[config.mk]
export PLATFORM = sky130hd
export DESIGN_NAME = overload_frame
export DESIGN_NICKNAME = d
export VERILOG_FILES = /design/src/rtl/can_pkg.sv /design/src/rtl/bit_counter.sv /design/src/rtl/overload_frame.sv
export SDC_FILE = /design/constraint.sdc
export NUM_CORES = 1
export LEC_CHECK = 0
export BUFFER_PORTS_ARGS = -buffer_cell sky130_fd_sc_hd__buf_2
export CELL_PAD_IN_SITES_DETAIL_PLACEMENT = 1
export CELL_PAD_IN_SITES_GLOBAL_PLACEMENT = 2
export CORE_ASPECT_RATIO = 0.9
export CORE_MARGIN = 3
export CORE_UTILIZATION = 31
export CTS_CLUSTER_DIAMETER = 200
export CTS_CLUSTER_SIZE = 20
export DETAILED_ROUTE_END_ITERATION = 8
export GPL_TIMING_DRIVEN = 0
export PLACE_DENSITY = 0.79
export RECOVER_POWER = 50
export SYNTH_ARGS = -nofsm -noshare
export SYNTH_HDL_FRONTEND = slang
export SYNTH_HIERARCHICAL = 1
export SYNTH_SLANG_ARGS = --single-unit
export TNS_END_PERCENT = 10
[constraint.sdc]
create_clock -name samplePoint -period 3.05 [get_ports samplePoint]
set_clock_uncertainty 0.2 [all_clocks]
set_input_delay 0.1525 -clock samplePoint [delete_from_list [all_inputs] [get_ports samplePoint]]
set_output_delay 0.1525 -clock samplePoint [all_outputs]
set_load 0.01 [all_outputs]
[src/rtl/can_pkg.sv]
// Shared CAN frame-control definitions: state encoding and bit-length constants
// used by the overload and error frame blocks.
package can_pkg;

    localparam int CNT_W = 4;

    localparam logic [CNT_W-1:0] FLAG_LEN      = 4'd6;
    localparam logic [CNT_W-1:0] DELIM_LEN     = 4'd8;
    localparam logic [CNT_W-1:0] MAX_EXTRA_DOM = 4'd7;

    typedef enum logic [1:0] {
        IDLE     = 2'd0,
        FLAG     = 2'd1,
        WAIT_REC = 2'd2,
        DELIM    = 2'd3
    } frameState_t;

endpackage

[src/rtl/bit_counter.sv]
// Small CAN bit counter with clear, enable and a terminal compare that flags
// the sample whose increment would reach the programmed limit.
module bit_counter
    import can_pkg::*;
(
    input  logic             clock,
    input  logic             reset,
    input  logic             clear,
    input  logic             enable,
    input  logic [CNT_W-1:0] limit,
    output logic             lastStep
);

    localparam logic [CNT_W-1:0] ONE = CNT_W'(1);

    logic [CNT_W-1:0] count;

    // clear together with enable restarts the count with the current bit already counted
    always_ff @(posedge clock or posedge reset) begin
        if (reset) begin
            count <= '0;
        end else if (clear) begin
            count <= enable ? ONE : '0;
        end else if (enable && (count != '1)) begin
            count <= count + ONE;
        end
    end

    assign lastStep = (count == (limit - ONE));

endmodule

[src/rtl/overload_frame.sv]
// CAN overload frame generator: sends the 6-bit dominant overload flag, tolerates
// flag superposition from other nodes and checks the 8-bit recessive delimiter.
module overload_frame
    import can_pkg::*;
(
    input  logic samplePoint,
    input  logic reset,
    input  logic canRX,
    input  logic isOverload,
    output logic canTX,
    output logic overloadActive,
    output logic endOverload,
    output logic bitError,
    output logic formError
);

    frameState_t      state;
    frameState_t      nextState;
    logic             nextCanTX;
    logic             nextEnd;
    logic             nextBitErr;
    logic             nextFormErr;
    logic             cntClear;
    logic             cntEnable;
    logic             cntLast;
    logic [CNT_W-1:0] cntLimit;

    bit_counter bitCount (
        .clock    (samplePoint),
        .reset    (reset),
        .clear    (cntClear),
        .enable   (cntEnable),
        .limit    (cntLimit),
        .lastStep (cntLast)
    );

    always_ff @(posedge samplePoint or posedge reset) begin
        if (reset) begin
            state          <= IDLE;
            canTX          <= 1'b1;
            overloadActive <= 1'b0;
            endOverload    <= 1'b0;
            bitError       <= 1'b0;
            formError      <= 1'b0;
        end else begin
            state          <= nextState;
            canTX          <= nextCanTX;
            overloadActive <= (nextState != IDLE);
            endOverload    <= nextEnd;
            bitError       <= nextBitErr;
            formError      <= nextFormErr;
        end
    end

    // Every terminal count leaves its state, so the counter never runs past its limit.
    always_comb begin
        nextState   = state;
        nextCanTX   = canTX;
        nextEnd     = 1'b0;
        nextBitErr  = 1'b0;
        nextFormErr = 1'b0;
        cntClear    = 1'b0;
        cntEnable   = 1'b0;
        cntLimit    = FLAG_LEN;

        case (state)
            IDLE: begin
                nextCanTX = 1'b1;
                if (isOverload) begin
                    nextState = FLAG;
                    nextCanTX = 1'b0;
                    cntClear  = 1'b1;
                end
            end

            FLAG: begin
                cntLimit = FLAG_LEN;
                if (canRX) begin
                    nextBitErr = 1'b1;
                    nextCanTX  = 1'b1;
                    nextState  = IDLE;
                    cntClear   = 1'b1;
                end else if (cntLast) begin
                    nextCanTX = 1'b1;
                    nextState = WAIT_REC;
                    cntClear  = 1'b1;
                end else begin
                    cntEnable = 1'b1;
                end
            end

            WAIT_REC: begin
                cntLimit = MAX_EXTRA_DOM;
                if (canRX) begin
                    // the first recessive sample is already delimiter bit 1
                    nextState = DELIM;
                    cntClear  = 1'b1;
                    cntEnable = 1'b1;
                end else if (cntLast) begin
                    nextFormErr = 1'b1;
                    nextState   = IDLE;
                    cntClear    = 1'b1;
                end else begin
                    cntEnable = 1'b1;
                end
            end

            DELIM: begin
                cntLimit = DELIM_LEN;
                if (!canRX) begin
                    nextFormErr = 1'b1;
                    nextState   = IDLE;
                    cntClear    = 1'b1;
                end else if (cntLast) begin
                    nextEnd   = 1'b1;
                    nextState = IDLE;
                    cntClear  = 1'b1;
                end else begin
                    cntEnable = 1'b1;
                end
            end

            default: begin
                nextState = IDLE;
                nextCanTX = 1'b1;
                cntClear  = 1'b1;
            end
        endcase
    end

endmodule
# Word-level counts from Yosys, hierarchy flattened
# Cells that the tools add are included.
# totals
register_bits,11
in_bits,4
output_inout_bits,5
# classes
addsub,2
eq_ne,6
mux,32
reduce_logical,7
# op_table
cell,n
1-bit two-way mux,18
2-bit two-way mux,6
4-bit two-way mux,2
2-bit case mux with 4 select lines,1
4-bit case mux with 2 select lines,1
1-bit case mux with 3 select lines,2
2-bit nonzero test,3
4-bit by 1-bit adder with 4-bit output (second input constant),1
2-bit equality test (second input constant),2
4-bit equality test,1
4-bit != test (second input constant),1
1-bit case mux with 2 select lines,2
4-bit by 1-bit subtractor with 4-bit output (second input constant),1
3-bit by 2-bit != test with 1-bit output (second input constant),1
2-bit by 1-bit equality test with 1-bit output (second input constant),1
2-bit logical NOT,1
2-bit AND reduction,1
2-bit OR reduction,1
1-bit logical AND,1

# Longest topological paths before layout
# Gate-level depths: netlist (run 1).
# logic_depth
ltp_word,10
ltp_mapped,12

# Hierarchy
# The synthesis (run 1) kept the hierarchy.
# modules_own_cells
mod,n_inst,cells_each,area_each_um2,seq_area_each_um2
overload_frame,1,50,488.0,176.4
bit_counter,1,34,307.8,100.1

# Worst setup path before layout (run 1)
# No wires, ideal clock.
# synth_timing
path_kind,reg2reg
start,reg state[0]
end,reg bitCount.count[3]
setup_time_ps,144
arrival_time_ps,2850
slack_ps,-144
path_stages_with_launch,13
n_path_buf,0
period_less_slack_ps,3194
path_cell_list,dfrtp_1 > inv_1 > ha_1 > inv_1 > ha_1 > xnor2_1 > nor4_1 > or2_1 > a21oi_1 > o31ai_1 > nor2b_1 > o31ai_1 > o41ai_1
# synth_between
elab_cells_between_ends,20
# synth_rtl
element,line_no,rtl
start: declaration,overload_frame.sv:17,frameState_t state;
start signal: assignment,overload_frame.sv:46,state <= nextState;
2-bit equality test,overload_frame.sv:66,case (state)
4-bit case mux with 2 select lines *,overload_frame.sv:66,
net cntLimit[0],overload_frame.sv:26,logic [CNT_W-1:0] cntLimit;
4-bit by 1-bit subtractor with 4-bit output *,bit_counter.sv:29,assign lastStep = (count == (limit - ONE));
4-bit equality test *,bit_counter.sv:29,
net cntLast,overload_frame.sv:25,logic cntLast;
1-bit two-way mux *,"overload_frame.sv:83, overload_frame.sv:99, overload_frame.sv:114",
1-bit two-way mux (on tied branches),"overload_frame.sv:110, overload_frame.sv:78",
1-bit case mux with 3 select lines *,overload_frame.sv:66,
net cntClear,overload_frame.sv:23,logic cntClear;
4-bit two-way mux or 2-bit nonzero test (tied branches),n/a,
end signal: assignment,bit_counter.sv:23,count <= enable ? ONE : '0;
end signal: assignment,bit_counter.sv:25,count <= count + ONE;
end: declaration,bit_counter.sv:16,logic [CNT_W-1:0] count;
# Mark *: on every way through the listed nets, which the timed path passes. The rest lies on a longest branch.
# A chain may end at the register's enable or synchronous reset.

# Worst setup path after layout (run 1)
# Same ends and word-level chain as after synthesis.

==> results of run 1 <==
-- final timing paths --
path | start | endpoint | slack (ns)
setup / recovery | state[0] | bitCount/count[3] | 0.13
hold / removal | reset | bitCount/count[0] | 0.12
setup reg to reg | state[0] | bitCount/count[3] | 0.13
hold reg to reg | canTX | canTX | 0.32
max in group asynchronous | reset | canTX | 2.17
min in group samplePoint | canTX | canTX | 0.32
-- through the flow --
step,std cells,utilization,hold slack [ns]
after floorplan,84,-,-0.281
after global placement,119,0.380,-0.145
after detailed placement,119,0.380,-0.143
after CTS,127,0.418,0.113
after global routing,135,0.449,0.123
final,135,0.449,0.123
-- cell type report --
cell class / count / area (µm²)
clock buffer: 4 / 26.3
sequential: 11 / 279
timing repair buffer: 20 / 135
tap: 27 / 33.8
fill: 261 / 1270
multi-input combinational: 62 / 510
inverter: 9 / 33.8
buffer: 2 / 16.3
-- flip-flops by register name, summed over array words and instances, names as in the netlist --
name,count
bitError,1
endOverload,1
overloadActive,1
state,2
formError,1
bitCount/count,4
canTX,1
-- cell families after synthesis --
logic type	count (synthesis)	synth area share
and+or+nand+nor	26	0.203
adders and majority gates	7	0.110
AOI/OAI and AO/OA	21	0.184
xor gates and xnor gates	6	0.0660
buffers and inverters	11	0.0629
DFF	11	0.347
muxes	2	0.0267
-- worst max-delay path, stage by stage, from the launching register on --
cell and delay, ns:
sky130_fd_sc_hd__dfrtp_2 0.45, sky130_fd_sc_hd__inv_1 0.15, sky130_fd_sc_hd__ha_4 0.19, sky130_fd_sc_hd__inv_1 0.05, sky130_fd_sc_hd__ha_1 0.30, sky130_fd_sc_hd__xnor2_1 0.16
sky130_fd_sc_hd__nor4_4 0.34, sky130_fd_sc_hd__or2_1 0.17, sky130_fd_sc_hd__a21oi_1 0.11, sky130_fd_sc_hd__o31ai_4 0.37, sky130_fd_sc_hd__nor2b_1 0.10, sky130_fd_sc_hd__o31ai_1 0.09
sky130_fd_sc_hd__o41ai_1 0.12
-- power groups by stage --
stage	Sequential (mW)	Combinational [mW]	Clock (mW)
3_3_place_gp	0.240	0.453	0
6_report	0.236	0.630	0.108
5_1_grt	0.242	0.703	0.126
2_1_floorplan	0.241	0.355	0
3_5_place_dp	0.241	0.468	0
4_1_cts	0.239	0.523	0.111
-- layer usage --
metal / global-route usage / up-vias
li1: - / 344
met1: 0.187 / 348
met2: 0.202 / 9
met3: 0.0360 / 4
met4: 0.0453 / 0
met5: 0 / -
-- cells in the mapped netlist --
| library cell | instances |
|---|---|
| sky130_fd_sc_hd__o21ai_0 | 6 |
| sky130_fd_sc_hd__clkbuf_2 | 1 |
| sky130_fd_sc_hd__a221o_1 | 1 |
| sky130_fd_sc_hd__mux2_2 | 1 |
| sky130_fd_sc_hd__dfrtp_1 | 10 |
| sky130_fd_sc_hd__a21boi_0 | 1 |
| sky130_fd_sc_hd__xnor2_1 | 6 |
| sky130_fd_sc_hd__nor3_1 | 1 |
| sky130_fd_sc_hd__mux2i_1 | 1 |
| sky130_fd_sc_hd__and2_1 | 2 |
| sky130_fd_sc_hd__inv_1 | 9 |
| sky130_fd_sc_hd__nor4b_1 | 1 |
| sky130_fd_sc_hd__and2b_1 | 1 |
| sky130_fd_sc_hd__nor3b_1 | 1 |
| sky130_fd_sc_hd__a2bb2oi_1 | 1 |
| sky130_fd_sc_hd__nand2b_1 | 1 |
| sky130_fd_sc_hd__o21bai_1 | 1 |
| sky130_fd_sc_hd__ha_1 | 7 |
| sky130_fd_sc_hd__or2_1 | 2 |
| sky130_fd_sc_hd__dfstp_2 | 1 |
| sky130_fd_sc_hd__buf_6 | 1 |
| sky130_fd_sc_hd__o41ai_1 | 1 |
| sky130_fd_sc_hd__nand3b_1 | 1 |
| sky130_fd_sc_hd__and4b_2 | 1 |
| sky130_fd_sc_hd__nor4_1 | 1 |
| sky130_fd_sc_hd__nor2_1 | 2 |
| sky130_fd_sc_hd__nand3_1 | 1 |
| sky130_fd_sc_hd__o31ai_1 | 2 |
| sky130_fd_sc_hd__nor2b_1 | 3 |
| sky130_fd_sc_hd__and3_1 | 2 |
| sky130_fd_sc_hd__o221ai_1 | 1 |
| sky130_fd_sc_hd__nand2_1 | 4 |
| sky130_fd_sc_hd__or2b_1 | 1 |
| sky130_fd_sc_hd__a31oi_1 | 1 |
| sky130_fd_sc_hd__o22a_1 | 1 |
| sky130_fd_sc_hd__a221oi_2 | 1 |
| sky130_fd_sc_hd__nor3_2 | 1 |
| sky130_fd_sc_hd__a21oi_1 | 4 |
-- what timing repair did --
action                     CTS  global route
setup endpoints to repair    5             4
gates resized for setup      3             6
hold endpoints to repair    13             0
hold buffers                 3             0
setup buffers                1             8
cloned                       0             0
pin swaps                    1             3
==> results by stage, run 1 <==
Pwr:
- The fraction of power consumed by combinational cells is 0.647.
- The share of total power dissipated in sequential elements is 0.242.
- The part of the power in the clock network is 0.111.
- Of the total power, the share spent switching nets is 0.447.
- The net switching power figure is 0.436 mW.
- The internal power summed over all cells is 0.538 mW.
- In this run the static leakage power is 0.473 nW.
- The power per cell area is 941 mW/mm².
- IR analysis of the VDD net gives a maximum drop of 0.000511 V.
- The final total power is 0.974 mW.

Die:
- The number of rows in the core area is 16.
- The top-level port count is 9.
- The region available for standard cell placement spans 0.00230 mm².
- The die outline height is 54.1 µm.
- The initial cell density of the core is 0.346.
- The floorplan step set the die width to 59.4 µm.
- The full die area is 0.00321 mm².

Detailed routing:
- The average via count per standard cell is 5.22.
- For this block, the routed nets add up to 2080 µm of wire.
- The routed layout has 705 vias.
- The number of search-and-repair iterations in the first detailed-routing pass is 3.
- The final routed wire length divided by cell count is 15.4 µm.
- The detailed-route wire length on metal 1 is 934 µm.
- Detailed routing placed a total of 66 µm of wire on met3.
- The count of nets left with antenna violations once routing finished came out at 0.
- The initial DRC count is 3.
- Signal routing reaches up to met4.
- For this run, design rule violations remaining after detail routing come to 0.
- The total length of routed met2 wires is 1050 µm.

Clock network:
- The clock buffer count from CTS is 3.
- The register clock-pin slew on the reported worst setup and hold paths is 0.08 ns.
- The clock latency on the worst-skew pair is 0.28 ns.
- The number of sinks driven by the clock tree is 11.
- The clock passes through at most 2 buffers.
- The cell sitting at the root of the clock tree is a sky130_fd_sc_hd__clkbuf_4.
- CTS built an H-tree with a depth of 1.
- The CTS tree is done.

Critical path:
- STA classifies the critical path startpoint as a register.
- In this run the worst path has a maximum fanout of 6.
- The data required time of the critical path is 3.00 ns.
- The kind of critical path is register to register.
- The length in cells of the worst reg-to-reg path is 12.
- STA puts the critical path data arrival time at 2.87 ns.
- The nature of the critical path endpoint is a register.

Outcome:
- The flow ran to the end, and the final reports show no timing, DRC or antenna violations.

STA:
- The worst slew margin relative to its limit is 0.733.
- The worst path setup slack after routing is 0.128 ns.
- For the final routed database, the setup TNS stands at 0 ns.
- The hold violation count in the final report is 0.
- For the pin with the worst max-slew slack, the measured transition is 0.394 ns.
- The setup violation total in the final timing report is 0.
- In the finished design, the share of the clock period the worst path needs comes to 0.958.
- The max-slew violation count is 0.
- Derived from the worst setup path, the maximum achievable clock frequency is 342 MHz.
- Subtracting the final worst setup slack from the clock period gives 2.92 ns.

Logic synthesis:
- The leading area contributor after synthesis is sky130_fd_sc_hd__dfrtp_1.
- Synthesis inferred 11 register bits.
- The gate count after technology mapping is 84.
- For this run, the number of Yosys warnings is 6.
- Of the post-synthesis cell area, the dominant cell type holds 0.314.
- The sequential fraction of the synthesis area is 0.347.
- The count of distinct cell types in the synthesized netlist is 38.
- In this run the cell area of the synthesized design comes to 796 µm².
- When the netlist entered floorplanning its net count stood at 95.
- After synthesis, the cell types taking the most area are sky130_fd_sc_hd__dfrtp_1, sky130_fd_sc_hd__ha_1, sky130_fd_sc_hd__xnor2_1.
- A synthesized cell averages 9.47 µm².

Global route:
- The combined global-route utilization of all metal layers is 0.135.
- The via count of the first global-routing pass is 673.
- Entering global routing, the biggest net connects 11 pins.
- For this run the aggregate overflow at the end of global routing stands at 0.
- The number of antenna violations at the first check in global routing is 0.
- The first global-routing pass estimated 3180 µm of wire.

Cells and area:
- In the layout the commonest cells are sky130_fd_sc_hd__buf_4, sky130_fd_sc_hd__dfrtp_1, sky130_fd_sc_hd__inv_1.
- The leading cell type in the layout, fill and taps excluded is sky130_fd_sc_hd__buf_4.
- After routing the design area is 0.00103 mm².
- The final antenna diode count is 0.
- The count of nets after finishing is 120.
- The signed area change from the synthesized netlist to the final layout is 30.0%.
- Of the cells placed in the final design, the portion with a size suffix greater than 1 is 0.296.

Flow run:
- The reported max-cap violation count is 0.

Hold path:
- The worst min-delay path class is primary input to async pin.

Place:
- The cell area after placement is 876 µm².
- The number of port buffers is 8.
- Routability-driven placement finished with a final weighted congestion of 0.785.
- At the placement stage, the worst setup path has a slack of -0.609 ns.
- Detailed placement ended at an HPWL of 1310 µm.
Note: power is estimated with default switching activity, not from simulation.
==> inputs of run 2 (changes only) <==
--- a/config.mk
+++ b/config.mk
@@ -5,17 +5,18 @@
 export SDC_FILE = /design/constraint.sdc
 export NUM_CORES = 1
 export LEC_CHECK = 0
+export ABC_AREA = 1
 export BUFFER_PORTS_ARGS = -buffer_cell sky130_fd_sc_hd__buf_2
 export CELL_PAD_IN_SITES_DETAIL_PLACEMENT = 1
 export CELL_PAD_IN_SITES_GLOBAL_PLACEMENT = 2
 export CORE_ASPECT_RATIO = 0.9
 export CORE_MARGIN = 3
-export CORE_UTILIZATION = 31
+export CORE_UTILIZATION = 28
 export CTS_CLUSTER_DIAMETER = 200
 export CTS_CLUSTER_SIZE = 20
 export DETAILED_ROUTE_END_ITERATION = 8
 export GPL_TIMING_DRIVEN = 0
-export PLACE_DENSITY = 0.79
+export PLACE_DENSITY = 0.8
 export RECOVER_POWER = 50
 export SYNTH_ARGS = -nofsm -noshare
 export SYNTH_HDL_FRONTEND = slang
==> run 2 against run 1 <==
Compared with the run above:
- maximum frequency is 6.0% higher
- core utilization is 9.4 points lower
- wire length fell by 8.5%
- combinational power fell by 14%
- global-route usage is 1.9 points lower
- clock-buffer cell count is 1 lower
- non-clock buffer count down 12
- sequential power rose by 8%
- via count is 11% higher
- clock power decreased by 9.8%
- sequential share of layout area grew 1.3 points
- critical endpoint unchanged
- highest routed layer is now met3
==> results by stage, run 2 <==
Critical path:
- The nature of the critical path startpoint is a register.
- The nature of the critical path endpoint is a register.
- The critical path arrival is 2.76 ns (-0.11 ns).
- The largest fanout on the critical path came to 5 (-1).
- The data required time of the critical path is 3.05 ns (+0.05 ns).
- The worst setup path is of the register to register kind.

Pwr:
- The final total power is 0.890 mW (-8.6%).
- The standby leakage power was 0.538 nW (+14%).
- The internal power summed over all cells was 0.451 mW (-16%).
- The peak supply drop is 0.000470 V (-7.9%).
- The sequential fraction of design power came to 0.285 (+0.043).
- The fraction of power consumed by combinational cells came to 0.606 (-0.041).
- The part of the power in the clock network is 0.109 (-0.002).
- The power per cell area is 903 mW/mm² (-4.0%).
- The switching share of power is 0.493 (+0.0457).
- The net switching power figure is 0.439 mW (+0.77%).

Detailed routing:
- The average via count per standard cell is 4.52 (-13%).
- The DRC violation count after routing is 0 (unchanged).
- The initial DRC count is 22 (+19).
- The via count was 782 (+11%).
- The detailed-route wire length on metal 1 came to 875 µm (-6.3%).
- The number of nets with antenna violations after routing came to 0 (unchanged).
- Routed signal wires occupy layers up through met3.
- The total wire length is 1900 µm (-8.5%).
- The total length of routed met2 wires is 991 µm (-5.3%).
- The amount of wire on met3 after detailed routing is 32 µm (-52%).
- The number of search-and-repair iterations in the first detailed-routing pass came to 3 (unchanged).
- The final routed wire length divided by cell count came to 11.0 µm (-29%).

Cells and area:
- The register area is 279 µm² (unchanged).
- The final-layout fill cell count is 370 (+42%).
- The multi-input gate area in the final layout is 479 µm² (-6.1%).
- The final core area utilization is 0.356 (-0.0935).
- Compared with the post-synthesis result, the final layout area differs by 19.8%.
- bitCount/count holds more flip-flops than any other register.
- The leading cell type in the layout, fill and taps excluded is sky130_fd_sc_hd__nand2_1.
- Leaving out fill and tap cells, the most frequent cells in the layout are sky130_fd_sc_hd__nand2_1, sky130_fd_sc_hd__inv_1, sky130_fd_sc_hd__nand3_1.
- The count of nets after finishing is 145 (+21%).
- The number of flip-flops in the largest register is 4 (unchanged).
- The summed area of non-filler cells in the final layout is 986 µm² (-4.7%).
- The final antenna diode count came to 0 (unchanged).
- The fraction of final layout cells with drive strength greater than 1 is 0.195 (-0.101).
- In the final layout, the registers with the most flip-flops are bitCount/count (4), state (2).

Global route:
- The number of antenna violations at the first check in global routing is 0 (unchanged).
- The total congestion overflow is 0 (unchanged).
- The combined global-route utilization of all metal layers came to 0.116 (-0.0194).
- The via count of the first global-routing pass is 804 (+19%).
- The wire length of the first global-routing pass is 3370 µm (+5.9%).
- The largest net degree at the start of global routing is 9 (-2).

Place:
- The half-perimeter wire length of the detailed placement result is 1580 µm (+21%).
- The number of port buffers is 8 (unchanged).
- The worst-case setup slack after placement came to -0.0596 ns (+0.549 ns).
- The cell area after placement is 913 µm² (+4.3%).
- The final RePlAce weighted congestion was 0.801 (+2.1%).

Logic synthesis:
- The count of distinct cell types in the synthesized netlist was 19 (-50%).
- The sequential fraction of the synthesis area is 0.336 (-0.0116).
- The synthesized netlist net count is 130 (+37%).
- The share of the synthesized area in the top cell type was 0.304 (-0.0105).
- The leading area contributor after synthesis is sky130_fd_sc_hd__dfrtp_1.
- The dominant register cell in the synthesized netlist is sky130_fd_sc_hd__dfrtp_1.
- The most common cell in the synthesized netlist is sky130_fd_sc_hd__nand2_1.
- The number of enable flip-flop cells after synthesis is 0 (unchanged).
- The commonest cells after synthesis are sky130_fd_sc_hd__nand2_1, sky130_fd_sc_hd__inv_1, sky130_fd_sc_hd__dfrtp_1, sky130_fd_sc_hd__nand3_1, sky130_fd_sc_hd__ha_1.
- Sorting the synthesized cells by area gives the leading types as sky130_fd_sc_hd__dfrtp_1, sky130_fd_sc_hd__nand2_1, sky130_fd_sc_hd__ha_1.
- The number of warnings reported in the yosys synthesis log is 6 (unchanged).
- The netlist area before placement was 823 µm² (+3.5%).
- The gate count after technology mapping is 119 (+42%).
- The async set-reset flop share out of synthesis is 1.00 (unchanged).
- The total of flip-flops plus latches after synthesis was 11 (unchanged).
- The average cell area after synthesis is 6.92 µm² (-27%).

STA:
- The final clock period utilization by the worst path is 0.904 (-0.0540).
- Setup repair after global routing left no endpoint under its margin.
- The hold violation count in the final report came to 0 (unchanged).
- The worst path setup slack after routing is 0.293 ns (+0.165 ns).
- The upper clock frequency limit was 363 MHz (+6.0%).
- The setup violation total in the final timing report is 0 (unchanged).
- The clock period minus worst slack is 2.76 ns (-0.165 ns).
- The slew of the pin with the lowest slew margin came to 0.301 ns (-0.0935 ns).
- The worst slew margin relative to its limit is 0.797 (+0.0639).
- The max-slew violation count is 0 (unchanged).

Flow run:
- The reported max-cap violation count was 0 (unchanged).

Hold path:
- The tightest min-delay check is of the primary input to register type.

Die:
- The die outline height is 57.4 µm (+6.2%).
- The top-level port count is 9 (unchanged).
- The number of rows in the core area is 18 (+2).
- The full die area came to 0.00363 mm² (+13%).
- The width of the chip came to 63.2 µm (+6.3%).
- The initial cell density of the core is 0.297 (-0.0485).
- The floorplan core area is 0.00277 mm² (+20%).

Clock network:
- The clock latency on the worst-skew pair is 0.27 ns (about the same).
- The CTS tree is done.
- The number of sinks driven by the clock tree was 11 (unchanged).
- The clock root buffer is sky130_fd_sc_hd__clkbuf_4.
- The clock buffer count from CTS is 3 (unchanged).
- The register clock-pin slew on the reported worst setup and hold paths came to 0.07 ns (about the same).
- The maximum buffer depth of the clock tree is 2 (unchanged).
- The H-tree depth was 1 (unchanged).

Outcome:
- The flow ran to the end, and the final reports show no timing, DRC or antenna violations.
==> run 2: changes by cell type after synthesis, sizes merged, moves of 2 or more <==
cell	delta
a21oi	-3
and2	-2
or2	-2
and3	-2
nor2	+5
o31ai	-2
nand4	+4
inv	+16
xnor2	-5
nor2b	-3
nand2	+36
nand3	+12
==> run 2: repair_timing <==
item | CTS | global route
setup buffers | 0 | 0
hold buffers | 2 | 0
gates resized for setup | 2 | 7
hold endpoints to repair | 13 | 0
setup endpoints to repair | 4 | 4
==> run 2: metal layers <==
| metal | GRT usage | vias to the layer above |
|---|---|---|
| met5 | 0 | - |
| met4 | 0.0189 | 0 |
| met2 | 0.218 | 7 |
| li1 | - | 399 |
| met1 | 0.138 | 376 |
| met3 | 0.0236 | 0 |
==> run 2: power by group through the flow <==
stage | Combinational [mW] | Clock (mW) | Sequential (mW)
after global placement | 0.500 | 0 | 0.249
after CTS | 0.535 | 0.102 | 0.248
after global routing | 0.625 | 0.110 | 0.262
after floorplan | 0.390 | 0 | 0.248
final | 0.540 | 0.0974 | 0.254
after detailed placement | 0.520 | 0 | 0.250
==> run 2: critical path, stage by stage (launching register included) <==
cell	delay [ns]
sky130_fd_sc_hd__dfrtp_2	0.46
sky130_fd_sc_hd__ha_1	0.21
sky130_fd_sc_hd__inv_2	0.09
sky130_fd_sc_hd__inv_1	0.06
sky130_fd_sc_hd__ha_1	0.30
sky130_fd_sc_hd__inv_1	0.04
sky130_fd_sc_hd__nand2_1	0.05
sky130_fd_sc_hd__nand2_1	0.04
sky130_fd_sc_hd__nor2_1	0.09
sky130_fd_sc_hd__nand2_1	0.10
sky130_fd_sc_hd__nor2_4	0.16
sky130_fd_sc_hd__inv_1	0.12
sky130_fd_sc_hd__nand2_1	0.14
sky130_fd_sc_hd__nand3_2	0.09
sky130_fd_sc_hd__nand2_1	0.08
sky130_fd_sc_hd__inv_1	0.06
sky130_fd_sc_hd__nand2_1	0.08
sky130_fd_sc_hd__inv_2	0.06
sky130_fd_sc_hd__nor2_4	0.09
sky130_fd_sc_hd__nand2_1	0.07
sky130_fd_sc_hd__nand2_1	0.08
==> run 2: stage by stage <==
step,hold WS (ns),setup TNS (ns),cells
after floorplan,-0.281,0,119
after global placement,-0.154,-0.00734,167
after detailed placement,-0.147,-0.113,167
after CTS,0.0357,0,173
after global routing,0.0554,0,173
final,0.0425,0,173
==> run 2: area by class of cell <==
| cell class | count | area share |
|---|---|---|
| tap | 40 | 0.0508 |
| sequential | 11 | 0.283 |
| timing repair buffer | 10 | 0.0571 |
| clock inverter | 1 | 0.00508 |
| multi-input combinational | 83 | 0.486 |
| clock buffer | 3 | 0.0228 |
| inverter | 25 | 0.0952 |
==> run 2: path summary, 6_finish.rpt <==
path / startpoint / endpoint / slack (ns) / cells past startpoint
max reg2reg: state[1] / bitCount/count[3] / 0.29 / 20
min reg2reg: canTX / canTX / 0.28 / 2
min in group asynchronous: reset / bitCount/count[0] / 0.12 / 3
max in group asynchronous: reset / canTX / 2.22 / 3
max: state[1] / bitCount/count[3] / 0.29 / 20
min: isOverload / overloadActive / 0.04 / 3
==> run 2: logic make-up after synthesis <==
family / after synthesis / synth area share
fa+ha+maj: 7 / 0.106
simple gates: 66 / 0.366
buf+inv: 25 / 0.114
flops: 11 / 0.336
xor+xnor: 1 / 0.0106
compound gates: 9 / 0.0669
==> inputs of run 3 (changes only) <==
--- a/config.mk
+++ b/config.mk
@@ -11,12 +11,12 @@
 export CELL_PAD_IN_SITES_GLOBAL_PLACEMENT = 2
 export CORE_ASPECT_RATIO = 0.9
 export CORE_MARGIN = 3
-export CORE_UTILIZATION = 28
+export CORE_UTILIZATION = 34
 export CTS_CLUSTER_DIAMETER = 200
 export CTS_CLUSTER_SIZE = 20
 export DETAILED_ROUTE_END_ITERATION = 8
 export GPL_TIMING_DRIVEN = 0
-export PLACE_DENSITY = 0.8
+export PLACE_DENSITY = 0.9
 export RECOVER_POWER = 50
 export SYNTH_ARGS = -nofsm -noshare
 export SYNTH_HDL_FRONTEND = slang
==> constraint.sdc (replaced) <==
create_clock -name samplePoint -period 3.4 [get_ports samplePoint]
set_clock_uncertainty 0.2 [all_clocks]
set_input_delay 0.17 -clock samplePoint [delete_from_list [all_inputs] [get_ports samplePoint]]
set_output_delay 0.17 -clock samplePoint [all_outputs]
set_load 0.01 [all_outputs]
==> run 3 against run 2 <==
Compared with the run above:
- register-to-register slack better by 0.07 ns
- highest routed layer is now met4
- sequential power down 12%
- cell area fell by 5.1%
- wire length shrank 2.3%
- clock-buffer cell count rose by 1
==> results by stage, run 3 (same netlist as run 2, synthesis figures left out) <==
Pwr:
- The internal power summed over all cells came to 0.391 mW (-13%).
- The net switching power figure is 0.382 mW (-13%).
- The fraction of power consumed by combinational cells is 0.604 (-0.002).
- The standby leakage power was 0.534 nW (-0.70%).
- The part of the power in the clock network was 0.106 (-0.003).
- The power per cell area is 826 mW/mm² (-8.6%).
- The switching share of power is 0.494 (+0.00102).
- The sequential fraction of design power came to 0.290 (+0.005).
- The peak supply drop came to 0.000401 V (-15%).

STA:
- The upper clock frequency limit is 329 MHz (-9.2%).
- The max-slew violation count is 0 (unchanged).
- The setup violation total in the final timing report is 0 (unchanged).
- The worst path setup slack after routing is 0.364 ns (+0.0711 ns).
- The hold violation count in the final report is 0 (unchanged).
- The worst slew margin relative to its limit is 0.769 (-0.0285).
- The summed negative setup slack over all endpoints is 0 ns (unchanged).
- Setup repair after global routing left no endpoint under its margin.
- The slew of the pin with the lowest slew margin is 0.343 ns (+0.0423 ns).
- The clock period minus worst slack is 3.04 ns (+0.279 ns).
- The final clock period utilization by the worst path came to 0.893 (-0.0110).

Die:
- The width of the chip is 57.9 µm (-8.4%).
- The number of rows in the core area came to 16 (-2).
- The initial cell density of the core was 0.367 (+0.0700).
- The full die area was 0.00305 mm² (-16%).
- The die outline height is 52.7 µm (-8.3%).
- The top-level port count is 9 (unchanged).
- The floorplan core area is 0.00224 mm² (-19%).

Cells and area:
- Leaving out fill and tap cells, the most frequent cells in the layout are sky130_fd_sc_hd__nand2_1, sky130_fd_sc_hd__inv_1, sky130_fd_sc_hd__nand3_1, sky130_fd_sc_hd__dfrtp_1, sky130_fd_sc_hd__ha_1.
- The final core area utilization was 0.417 (+0.0615).
- bitCount/count holds more flip-flops than any other register.
- The count of nets after finishing was 144 (-0.69%).
- The final antenna diode count is 0 (unchanged).
- Leaving out fill and tap cells, the most frequent cell in the layout is sky130_fd_sc_hd__nand2_1.
- The fraction of final layout cells with drive strength greater than 1 was 0.144 (-0.0515).
- The signed area change from the synthesized netlist to the final layout is 13.7%.
- The largest registers in the layout are bitCount/count (4), state (2).
- The number of flip-flops in the largest register is 4 (unchanged).

Clock network:
- The number of buffers inserted by post-CTS setup repair came to 0 (unchanged).
- TritonCTS built the clock tree.
- The clock latency on the worst-skew pair came to 0.25 ns (-0.02 ns).
- The clock buffer count from CTS is 3 (unchanged).
- The register clock-pin slew on the reported worst setup and hold paths is 0.06 ns (about the same).
- The maximum buffer depth of the clock tree was 2 (unchanged).
- The H-tree depth is 1 (unchanged).
- The number of sinks driven by the clock tree is 11 (unchanged).
- The root buffer cell chosen for the clock tree is sky130_fd_sc_hd__clkbuf_4.

Global route:
- The via count of the first global-routing pass is 797 (-0.87%).
- The wire length of the first global-routing pass is 3440 µm (+2.0%).
- The combined global-route utilization of all metal layers is 0.144 (+0.0280).
- The largest net degree at the start of global routing was 9 (unchanged).
- The number of antenna violations at the first check in global routing is 0 (unchanged).
- The total congestion overflow is 0 (unchanged).

Detailed routing:
- The via count is 760 (-2.8%).
- The final routed wire length divided by cell count is 11.7 µm (+6.3%).
- The total wire length is 1860 µm (-2.3%).
- The average via count per standard cell was 4.78 (+5.7%).
- The number of search-and-repair iterations in the first detailed-routing pass is 4 (+1).
- The number of nets with antenna violations after routing came to 0 (unchanged).
- The DRC violation count after routing is 0 (unchanged).
- The initial DRC count came to 7 (-68%).

Critical path:
- The largest individual stage delay along the critical path comes from the cell sky130_fd_sc_hd__dfrtp_1.
- The data required time of the critical path is 3.39 ns (+0.34 ns).
- The peak per-stage delay on the critical path was 0.44 ns (-0.02 ns).
- By instance count, the cell type seen most on the critical path is sky130_fd_sc_hd__nand2_1.
- The largest fanout on the critical path came to 7 (+2).
- The signal on the critical path passes through inv_1 -> ha_1 -> inv_1 -> ha_1 -> inv_1 -> nand2_1 -> nand2_1 -> nor2_1 -> nand2_1 -> nor2_1 -> inv_1 -> nand2_1 -> nand3_2 -> nand2_1 -> inv_1 -> nand2_1 -> inv_2 -> nor2_4 -> nand2_1 -> nand2_1.
- The nature of the critical path endpoint is a register.
- The critical path arrival is 3.03 ns (+0.27 ns).
- By startpoint and endpoint, the worst setup path is classified as register to register.
- STA classifies the critical path startpoint as a register.

Place:
- The final RePlAce weighted congestion is 0.861 (+7.4%).
- The worst-case setup slack after placement is 0.319 ns (+0.379 ns).
- The number of port buffers came to 8 (unchanged).
- The half-perimeter wire length of the detailed placement result is 1520 µm (-3.8%).

Hold path:
- The path class of the tightest hold or removal check is primary input to register.

Flow run:
- The reported max-cap violation count is 0 (unchanged).

Outcome:
- The flow ran to the end, and the final reports show no timing, DRC or antenna violations.
-- run 3: cell types whose count changed in the layout (fill, tap and decap cells not counted) --
| cell | change |
|---|---|
| sky130_fd_sc_hd__dfrtp_2 | -2 |
| sky130_fd_sc_hd__ha_4 | -1 |
| sky130_fd_sc_hd__ha_1 | +1 |
| sky130_fd_sc_hd__clkinv_2 | -1 |
| sky130_fd_sc_hd__nor2_1 | +1 |
| sky130_fd_sc_hd__nor2_4 | -1 |
| sky130_fd_sc_hd__clkbuf_1 | +1 |
| sky130_fd_sc_hd__dfrtp_1 | +2 |
| sky130_fd_sc_hd__dlygate4sd3_1 | -1 |
| sky130_fd_sc_hd__inv_2 | -2 |
| sky130_fd_sc_hd__inv_1 | +2 |
-- run 3: layout make-up --
type / instances / area [µm²]
fill: 308 / 1310
multi-input combinational: 83 / 459
sequential: 11 / 277
inverter: 25 / 93.8
timing repair buffer: 9 / 46.3
tap: 27 / 33.8
clock buffer: 4 / 26.3
-- run 3: per-layer routing --
metal / track usage / wire length [µm] / vias up
met2: 0.246 / 853 / 7
li1: - / - / 396
met5: 0 / 0 / -
met1: 0.192 / 949 / 355
met3: 0.00985 / 38 / 2
met4: 0.0463 / 13 / 0
-- run 3: path summary, 6_finish.rpt --
| path | start | end | slack (ns) | depth (start not counted) |
|---|---|---|---|---|
| max | state[0] | bitCount/count[1] | 0.36 | 20 |
| min | canRX | bitError | 0.02 | 3 |
| max reg2reg | state[0] | bitCount/count[1] | 0.36 | 20 |
| min reg2reg | canTX | canTX | 0.28 | 2 |
| max in group asynchronous | reset | canTX | 2.57 | 3 |
| min in group asynchronous | reset | bitCount/count[2] | 0.13 | 3 |
-- run 3: per-stage QoR --
stage | hold slack, ns | power [mW] | instance area (µm²) | std cells
4_1_cts | 0.0134 | 0.777 | 933 | 159
3_3_place_gp | -0.141 | 0.669 | 897 | 154
6_report | 0.0158 | 0.773 | 936 | 159
3_5_place_dp | -0.137 | 0.688 | 897 | 154
2_1_floorplan | -0.264 | 0.572 | 823 | 119
5_1_grt | 0.0104 | 0.872 | 936 | 159
-- run 3: worst max-delay path, delay by kind of cell, from the launching register on --
kind                       cells  cell delay [ns]
DFF                            1             0.44
adders and majority gates      2             0.63
and+or+nand+nor               12             1.13
buffers and inverters          6             0.57
-- run 3: timing repair --
| item | 4_1_cts | 5_1_grt |
|---|---|---|
| setup endpoints to repair | 0 | 2 |
| hold endpoints to repair | 11 | 0 |
| hold buffers | 1 | 0 |
| gates resized for setup | 0 | 1 |
-- run 3: power groups by stage --
stage	clock network, mW	registers, mW	logic, mW
detailed placement	0	0.224	0.464
floorplan	0	0.222	0.349
finish	0.0819	0.224	0.467
global placement	0	0.221	0.448
CTS	0.0854	0.223	0.469
global route	0.0973	0.230	0.545
